===== config.mk =====
export PLATFORM = sky130hd
export DESIGN_NAME = decoder38_dwell
export DESIGN_NICKNAME = d
export VERILOG_FILES = /design/src/rtl/enc_dec_pkg.sv /design/src/rtl/decoder38_comb.sv /design/src/rtl/decoder38_dwell.sv
export SDC_FILE = /design/constraint.sdc
export NUM_CORES = 1
export LEC_CHECK = 0
export CAP_MARGIN = 10
export CORE_MARGIN = 2
export CORE_UTILIZATION = 56
export CTS_BUF_LIST = sky130_fd_sc_hd__clkbuf_8
export CTS_CLUSTER_SIZE = 30
export DETAILED_ROUTE_END_ITERATION = 10
export PLACE_DENSITY = 0.87
export SYNTH_ARGS = -nofsm -noshare
export SYNTH_HDL_FRONTEND = slang
export SYNTH_SLANG_ARGS = --single-unit
export TNS_END_PERCENT = 30

===== constraint.sdc =====
create_clock -name iClk -period 3.95 [get_ports iClk]
set_clock_uncertainty 0.1 [all_clocks]
set_input_delay 0.395 -clock iClk [delete_from_list [all_inputs] [get_ports iClk]]
set_output_delay 0.395 -clock iClk [all_outputs]
set_load 0.02 [all_outputs]

===== src/rtl/enc_dec_pkg.sv =====
// Shared definitions for the 3-to-8 decoder and its companion 8-to-3 encoder.
package enc_dec_pkg;

    localparam int CODE_W   = 3;
    localparam int ONEHOT_W = 8;

    typedef enum logic {
        IDLE = 1'b0,
        SHOW = 1'b1
    } state_t;

    function automatic logic [ONEHOT_W-1:0] onehot8(input logic [CODE_W-1:0] code);
        return ONEHOT_W'(1) << code;
    endfunction

endpackage


===== src/rtl/decoder38_comb.sv =====
// Purely combinational 3-to-8 one-hot decode.
module decoder38_comb
    import enc_dec_pkg::*;
(
    input  logic [CODE_W-1:0]   code,
    output logic [ONEHOT_W-1:0] onehot
);

    assign onehot = onehot8(code);

endmodule


===== src/rtl/decoder38_dwell.sv =====
// Sequential 3-to-8 decoder: each accepted code is shown one-hot for DWELL
// enabled cycles; a single pending slot lets codes stream without idle gaps.
//
// state | meaning
// IDLE  | nothing displayed, oData = 0, ready for a code whenever enabled
// SHOW  | oData holds a one-hot pattern, dwell counter running down to 0
module decoder38_dwell
    import enc_dec_pkg::*;
#(
    parameter int DWELL = 4
) (
    input  logic                iClk,
    input  logic                iRst_n,
    input  logic                iEn,
    input  logic                iValid,
    input  logic [CODE_W-1:0]   iData,
    output logic                oReady,
    output logic [ONEHOT_W-1:0] oData,
    output logic                oValid,
    output logic                oDone
);

    // A DWELL of 0 would never show anything, so it behaves as 1.
    localparam int DW = (DWELL < 1) ? 1 : DWELL;
    localparam int CNT_W = $clog2(DW + 1);
    localparam logic [CNT_W-1:0] CNT_LOAD = CNT_W'(DW - 1);

    state_t                state;
    logic [CNT_W-1:0]      cnt;
    logic [CODE_W-1:0]     pend_code;
    logic                  pend_full;
    logic [ONEHOT_W-1:0]   data_q;
    logic [CODE_W-1:0]     sel_code;
    logic [ONEHOT_W-1:0]   dec_onehot;
    logic                  xfer;
    logic                  last;

    // The pending slot only fills while in SHOW, so whenever it is empty the
    // decoder sees the incoming code (first load from IDLE, or a bypass).
    assign sel_code = pend_full ? pend_code : iData;

    decoder38_comb u_dec (
        .code   (sel_code),
        .onehot (dec_onehot)
    );

    assign oReady = iRst_n & iEn & ((state == IDLE) | ~pend_full);
    assign xfer   = iValid & oReady;
    assign last   = (state == SHOW) & iEn & (cnt == '0);
    assign oDone  = last;
    assign oValid = (state == SHOW);
    assign oData  = data_q;

    // FSM, dwell counter, pending slot and output register; all frozen when iEn=0.
    always_ff @(posedge iClk or negedge iRst_n) begin
        if (!iRst_n) begin
            state     <= IDLE;
            cnt       <= '0;
            pend_code <= '0;
            pend_full <= 1'b0;
            data_q    <= '0;
        end else if (iEn) begin
            case (state)
                IDLE: begin
                    if (xfer) begin
                        state  <= SHOW;
                        data_q <= dec_onehot;
                        cnt    <= CNT_LOAD;
                    end
                end
                SHOW: begin
                    if (cnt != '0) begin
                        cnt <= cnt - CNT_W'(1);
                        if (xfer) begin
                            pend_code <= iData;
                            pend_full <= 1'b1;
                        end
                    end else if (pend_full) begin
                        data_q    <= dec_onehot;
                        cnt       <= CNT_LOAD;
                        pend_full <= 1'b0;
                    end else if (xfer) begin
                        data_q <= dec_onehot;
                        cnt    <= CNT_LOAD;
                    end else begin
                        state  <= IDLE;
                        data_q <= '0;
                    end
                end
                default: begin
                    state  <= IDLE;
                    data_q <= '0;
                end
            endcase
        end
    end

endmodule


---- Word-level counts from Yosys, hierarchy flattened ----
Index checks and enable logic that the tools add are counted.
word-level totals
  register bits after elaboration ......... 16
  bits of input ports ..................... 7
  output and inout port bits .............. 11
operators by class
  $add $sub $neg .......................... 1
  eq/ne operators ......................... 3
  shift-type cells ........................ 1
  muxes and demuxes ....................... 16
  bitwise gates (word level) .............. 8
  reductions and logical operators ........ 5
operators with widths
  cell                 number
  $mux 8               4
  $pmux 8 s2           1
  $mux 3               4
  $shl 1x3->8 const A  1
  $ne 2x2->1 const B   3
  $pmux 3 s2           1
  $reduce_and 3->1     2
  $and 1x1->1          5
  $mux 1               5
  $reduce_and 4->1     1
  $logic_not 3->1      1
  $reduce_bool 3->1    1
  $sub 3x1->3 const B  1
  $not 1->1            2
  $pmux 1 s2           1
  $or 1x1->1           1

---- Logic depth before layout (Yosys ltp) ----
Gate-level depths: netlist (run 1).
  depth in word-level cells ............... 8
  gate-level depth with buffers ........... 5
  gate-level depth less buffers ........... 5

---- By module ----
From an unflattened synthesis (run 1), not the netlist that was laid out.
unflattened totals
  cells, all modules ...................... 76
  area total of the unflattened synthesis .. 868.3 um2
modules (own cells, without submodules)
  module           instances  cells an instance  area an instance (um2)  seq. area each (um2)
  decoder38_dwell  1          68                 803.3                   400.4
  decoder38_comb   1          8                  65.1                    0.0

---- Worst setup path before layout (run 1) ----
No wires, ideal clock.
  path type ............................... reg2reg
  from .................................... reg cnt[0]
  to ...................................... reg pend_code[0]
  setup time .............................. 0.125 ns
  data arrival time ....................... 1.433 ns
  slack ................................... 2.292 ns
  stages on the path, launching flop included .. 6
  clock period less this slack ............ 1.658 ns
  path through ............................ dfrtp_1 -> inv_1 -> ha_1 -> nor2b_2 -> nor4b_4 -> mux2_4
on the way
  word-level cells in the longest chain between the ends .. 2
ends and longest elaborated chain
  element                            line                   source
  from (decl)                        decoder38_dwell.sv:29  logic [CNT_W-1:0] cnt;
  from (signal assigned)             decoder38_dwell.sv:73  cnt <= cnt - CNT_W'(1);
  $reduce_bool 3->1                  decoder38_dwell.sv:72  if (cnt != '0) begin
  $reduce_and 4->1 (no source line)  n/a
  to (signal assigned)               decoder38_dwell.sv:75  pend_code <= iData;
  to (decl)                          decoder38_dwell.sv:30  logic [CODE_W-1:0] pend_code;
Every way passes these cells.
A chain may end at the register's enable or synchronous reset.

---- Final worst setup path (run 1) ----
  from .................................... reg cnt[0]
  to ...................................... out oDone
on the way
  word-level cells in the longest chain between the ends .. 2
ends and longest elaborated chain
  element          line                   source
  $logic_not 3->1  decoder38_dwell.sv:49  assign last = (state == SHOW) & iEn & (cnt == '0);
  $and 1x1->1      decoder38_dwell.sv:49
  to (decl)        decoder38_dwell.sv:20  output logic oDone
Every way passes these cells.

==> impl_metrics.env, run 1 <==
export IMPL_relSlewSlack_pct=63.32
export IMPL_tightest_slew_ps=546.5
export IMPL_synth_area_leaders="dfrtp_1 (45%), o32ai_1 (7.8%), inv_1 (5.4%), mux2_4 (5.0%), ha_1 (2.8%)"
export IMPL_cts_tree="done"
export IMPL_r2r_slack_ps=2170
export IMPL_clkLatencyLatePin_ps=260
export IMPL_synth_seq_cells=16
export IMPL_area_growth_pct=25.70
export IMPL_fmax_mhz=396.3
export IMPL_h_tree_depth=1
export IMPL_synth_edf_count=0
export IMPL_power_frac_clock_pct=18.5
export IMPL_post_synth_top_area_cell="dfrtp_1"
export IMPL_cts_sinks=16
export IMPL_p_sw_w=0.0003029
export IMPL_cts_buffer_depth=2
export IMPL_syn_avg_cell_area_um2=10.66
export IMPL_die_h_um=44.00
export IMPL_cts_resized=0
export IMPL_synth_cell_types=32
export IMPL_worstPathArrival_ps=2030
export IMPL_overflow=0
export IMPL_cp_max_fo=4
export IMPL_grt_max_degree=20
export IMPL_num_rows=14
export IMPL_syn_inst=84
export IMPL_startpoint="cnt[0]"
export IMPL_drt_wl_total_um=1763
export IMPL_synth_async_reset_ratio_pct=100.0
export IMPL_seq_area_frac_synth_pct=44.69
export IMPL_first_pass_iters=4
export IMPL_numPortBuffers=17
export IMPL_ff_latch_area_um2=400.4
export IMPL_antenna_found_initial=0
export IMPL_fillers=101
export IMPL_nNetsFinal=113
export IMPL_hold_buffers=0
export IMPL_drc=0
export IMPL_antenna_left=0
export IMPL_grt_use_met1_pct=29.27
export IMPL_maxSlewViolCount=0
export IMPL_maxCapViolations=0
export IMPL_grt_pass1_wl_um=2960
export IMPL_seqPwrFrac_pct=36.9
export IMPL_die_area_um2=1936
export IMPL_vias=684
export IMPL_routedWlPerCell_um=14.82
export IMPL_status="finished, final reports clean"
export IMPL_p_int_w=0.0005072
export IMPL_rsz0062_at_grt="no"
export IMPL_setup_viol=0
export IMPL_finalCriticalPeriod_ps=2524
export IMPL_synth_top_area_share_pct=44.69
export IMPL_drive_gt1_share_pct=14.56
export IMPL_clk_pin_slew_ps=70
export IMPL_power_leakage_nw=0.4813
export IMPL_dp_hpwl_um=1226
export IMPL_hold_class="primary input to async pin"
export IMPL_core_um2=1506
export IMPL_start_util_pct=59.47
export IMPL_power_density_nw_per_um2=719.4
export IMPL_hold_viol_final=0
export IMPL_postPlaceCellArea_um2=1071
export IMPL_cp_end_kind="primary output"
export IMPL_drt_vias_per_instance=5.748
export IMPL_critPathCapture="oDone"
export IMPL_gp_congestion=0.7966
export IMPL_cts_buffers_inserted=3
export IMPL_period_share_pct=63.89
export IMPL_final_setup_tns_ps=0
export IMPL_combinationalPowerShare_pct=44.6
export IMPL_root_buffer="clkbuf_8"
export IMPL_grt_util_met2_pct=32.94
export IMPL_p_sw_share_pct=37.38
export IMPL_postLayoutCellArea_um2=1126
export IMPL_start_kind="register"
export IMPL_first_global_vias=687
export IMPL_critPathKind="register to primary output"
export IMPL_grt_usage_pct=21.24
export IMPL_busiest_layer="met2"
export IMPL_crit_required_ps=3450
export IMPL_ff2ff_path_depth=5
export IMPL_syn_area_um2=895.9
export IMPL_timing_hold_ws_ps=362.1
export IMPL_multi_input_area_um2=424.2
export IMPL_die_x_um=44.00
export IMPL_ir_worst_vdd_uv=446.3
export IMPL_reg2reg_to="pend_code[0]"
export IMPL_worstReg2RegStart="cnt[0]"
export IMPL_grtUsageMet3_pct=3.750
export IMPL_ys_warnings_count=0
export IMPL_synthFlopType="dfrtp_1"
export IMPL_drt_initial_drc_count=7
export IMPL_ios=18
export IMPL_synth_nets=93
export IMPL_post_cts_buffers=0
export IMPL_antenna_cells=0
-- cells in the mapped netlist (2+ instances only) --
cell	number
a22oi_1	2
mux2_4	3
dfrtp_1	16
inv_1	13
o21ai_1	2
a32oi_1	2
o32ai_1	8
ha_1	2
buf_4	3
a22o_1	2
and3b_2	2
and2_1	2
nor2_1	5
nand2_1	4
-- metrics by stage --
stage | instances | power (W) | util (%) | setup slack [ps]
after floorplan | 84 | 0.0005375 | - | 2292
after CTS | 119 | 0.0008106 | 74.75 | 1438
after detailed placement | 115 | 0.0006601 | 71.10 | 1516
final | 119 | 0.0008101 | 74.75 | 1426
after global routing | 119 | 0.0008583 | 74.75 | 1303
after global placement | 115 | 0.0006457 | 71.10 | 1544
-- power groups by stage --
stage / clock (W) / sequential [W] / combinational [W]
2_1_floorplan: 0 / 0.000316 / 0.000221
3_3_place_gp: 0 / 0.000295 / 0.000351
3_5_place_dp: 0 / 0.000301 / 0.000359
4_1_cts: 0.000149 / 0.000298 / 0.000363
5_1_grt: 0.000155 / 0.000311 / 0.000393
6_report: 0.000150 / 0.000299 / 0.000361
-- logic make-up (layout without fill, tap and decap cells) --
group           Yosys count  after routing  synth area share, %
compound gates           24             24                22.21
simple gates             22             22                16.06
flops                    16             16                44.69
buf+inv                  16             35                7.961
mux                       4              4                6.284
fa+ha+maj                 2              2                2.793
-- final cells by class --
| class | instances | share of cell area (%) |
|---|---|---|
| Clock buffer | 4 | 4.889 |
| Inverter | 13 | 4.333 |
| Timing Repair Buffer | 18 | 15.78 |
| Tap cell | 16 | 1.778 |
| Sequential cell | 16 | 35.56 |
| Multi-Input combinational cell | 52 | 37.67 |
-- flip-flops by register name, indices dropped and copies added (netlist names) --
signal     count
pend_code      3
pend_full      1
cnt            3
oValid         1
oData          8
-- worst min-delay path by stage --
| stage | slack, ps | endpoint | startpoint | cells after the start |
|---|---|---|---|---|
| 2_1_floorplan | -0.6 | cnt[0] | iRst_n | 0 |
| 3_3_place_gp | 390 | pend_code[1] | pend_code[1] | 1 |
| 3_5_place_dp | 390 | pend_code[1] | pend_code[1] | 1 |
| 4_1_cts | 370 | pend_full | iRst_n | 2 |
| 5_1_grt | 380 | oValid | iRst_n | 2 |
| 6_report | 360 | oValid | iRst_n | 2 |
-- placed cells by master (no fill, tap or decap) --
cell type | synthesis | routed
clkdlybuf4s50_1 | 0 | 17
dfrtp_1 | 16 | 16
inv_1 | 13 | 13
o32ai_1 | 8 | 8
nor2_1 | 5 | 5
nand2_1 | 4 | 4
clkbuf_8 | 0 | 4
mux2_4 | 3 | 3
and2_1 | 2 | 2
a22oi_1 | 2 | 2
o21ai_1 | 2 | 2
a32oi_1 | 2 | 2
and3b_2 | 2 | 2
a22o_1 | 2 | 2
ha_1 | 2 | 2
nor2b_2 | 1 | 1
and3_1 | 1 | 1
nand2_2 | 1 | 1
nor4b_4 | 1 | 1
nor3b_1 | 1 | 1
o32a_1 | 1 | 1
nand2b_1 | 1 | 1
mux2_2 | 1 | 1
o21a_1 | 1 | 1
nor2b_1 | 1 | 1
o21bai_4 | 1 | 1
or2b_1 | 1 | 1
o31ai_1 | 1 | 1
o21ai_0 | 1 | 1
a31oi_1 | 1 | 1
a2bb2oi_1 | 1 | 1
nor3_1 | 1 | 1
a21oi_1 | 1 | 1
buf_4 | 3 | 1
-- metal layers --
layer	vias to the layer above	part of all wire [%]	wire (um)
met1	325	50	888
li1	343	-	-
met5	-	0	0
met2	11	44	777
met4	0	2.1	37
met3	5	3.3	59
-- worst max-delay path, stage by stage (launching register included) --
cell	delay, ps
dfrtp_1	360
inv_1	100
ha_1	220
nor2b_2	280
and3_1	210
clkdlybuf4s50_1	600
Power figures use the tool's default switching activity.
==> run 2, diff against run 1 <==
- CORE_UTILIZATION: 56 -> 47
- PLACE_DENSITY: 0.87 -> 0.78
- clock period: 3.95 -> 2.17 ns (I/O delays scaled with it)
==> impl_metrics.env, run 2 (synthesized netlist as in run 1, its figures left out) <==
export IMPL_status="finished, final reports clean"
export IMPL_clkLatencyLatePin_ps=240
export IMPL_relSlewSlack_pct=63.50
export IMPL_wl_met2_um=807
export IMPL_first_pass_iters=4
export IMPL_hold_class="primary input to async pin"
export IMPL_area_growth_pct=29.05
export IMPL_num_rows=15
export IMPL_ff2ff_path_depth=5
export IMPL_period_share_pct=92.13
export IMPL_cts_resized=2
export IMPL_core_um2=1764
export IMPL_highest_layer="met4"
export IMPL_drt_wl_total_um=1751
export IMPL_setup_viol=0
export IMPL_final_cell_mix="dfrtp_1 (16), clkdlybuf4s50_1 (16), inv_1 (13), o32ai_1 (8), nor2_1 (5)"
export IMPL_wl_met3_um=57
export IMPL_crit_chain="inv_1 -> ha_1 -> nor2b_4 -> and3_1 -> dlygate4sd2_1"
export IMPL_rsz0062_at_grt="no"
export IMPL_antenna_cells=0
export IMPL_antenna_left=0
export IMPL_crit_required_ps=1850
export IMPL_antenna_found_initial=0
export IMPL_hold_buffers=0
export IMPL_maxCapViolations=0
export IMPL_hold_viol_final=0
export IMPL_met1Wirelength_um=866
export IMPL_cts_buffers_inserted=3
export IMPL_cts_buffer_depth=2
export IMPL_tightest_slew_ps=543.8
export IMPL_power_density_nw_per_um2=1265
export IMPL_grt_usage_pct=18.03
export IMPL_cp_max_fo=4
export IMPL_cp_depth=5
export IMPL_final_setup_tns_ps=0
export IMPL_maxSlewViolCount=0
export IMPL_critPathBufInv=2
export IMPL_routedWlPerCell_um=13.47
export IMPL_largest_reg_flops=8
export IMPL_p_total_w=0.001462
export IMPL_fmax_mhz=500.2
export IMPL_crit_path_max_incr_delay_ps=360
export IMPL_die_area_um2=2271
export IMPL_h_tree_depth=1
export IMPL_grt_pass1_wl_um=2870
export IMPL_start_util_pct=50.78
export IMPL_critPathKind="register to primary output"
export IMPL_nNetsFinal=115
export IMPL_post_cts_buffers=0
export IMPL_critical_path_top_delay_family="buffers and inverters"
export IMPL_start_kind="register"
export IMPL_grt_max_degree=13
export IMPL_cts_tree="done"
export IMPL_vias=709
export IMPL_ios=18
export IMPL_numPortBuffers=17
export IMPL_root_buffer="clkbuf_8"
export IMPL_gp_congestion=0.7684
export IMPL_finalCriticalPeriod_ps=1999
export IMPL_drt_vias_per_instance=5.454
export IMPL_drc=0
export IMPL_cp_slowest_cell="dfrtp_1"
export IMPL_cts_sinks=16
export IMPL_ir_worst_vdd_uv=654.2
export IMPL_fillers=163
export IMPL_die_h_um=47.66
export IMPL_drt_initial_drc_count=10
export IMPL_drive_gt1_share_pct=16.19
export IMPL_r2r_slack_ps=420
export IMPL_timing_hold_ws_ps=246.4
export IMPL_die_x_um=47.66
export IMPL_cp_end_kind="primary output"
export IMPL_overflow=0
export IMPL_dp_hpwl_um=1341
export IMPL_worstPathArrival_ps=1680
export IMPL_power_leakage_nw=0.4968
export IMPL_clk_pin_slew_ps=60
export IMPL_first_global_vias=647
-- run 2: final cells by class --
class                   instances  area (um2)  area share [%]
multi-input cells              52       429.2           37.12
clock buffers                   4       55.05           4.762
inverters                      13       48.80           4.221
well taps                      25       31.28           2.706
flip-flops and latches         16       400.4           34.63
repair buffers                 20       191.4           16.56
-- run 2: routing by layer --
metal | up-vias | track usage, %
met1 | 340 | 25.76
met2 | 20 | 27.30
met4 | 0 | 8.108
met5 | - | 0
li1 | 345 | -
met3 | 4 | 2.264
-- run 2: power breakdown --
part | switching (W) | internal, W | leakage (nW) | total, W
logic | 0.000317 | 0.000343 | 0.275 | 0.000660
registers | 0.000120 | 0.000424 | 0.193 | 0.000544
clock network | 0.0000980 | 0.000161 | 0.0288 | 0.000259
-- run 2: metrics by stage --
step | cell area (um2) | cells | setup slack (ps) | util [%]
floorplan | 895.9 | 84 | 512.1 | -
global placement | 1097 | 126 | 179.8 | 62.20
detailed placement | 1097 | 126 | 115.7 | 62.20
CTS | 1156 | 130 | 176.2 | 65.53
global route | 1156 | 130 | 75.32 | 65.53
finish | 1156 | 130 | 170.7 | 65.53
-- run 2: path summary, 6_finish.rpt --
| kind | endpoint | startpoint |
|---|---|---|
| worst max-delay path | oDone | cnt[0] |
| min in group iClk | oData[6] | oData[6] |
| worst min-delay path | oData[4] | iRst_n |
| max in group asynchronous | pend_code[1] | iRst_n |
| worst max register to register | pend_code[2] | cnt[0] |
| worst min register to register | oData[6] | oData[6] |
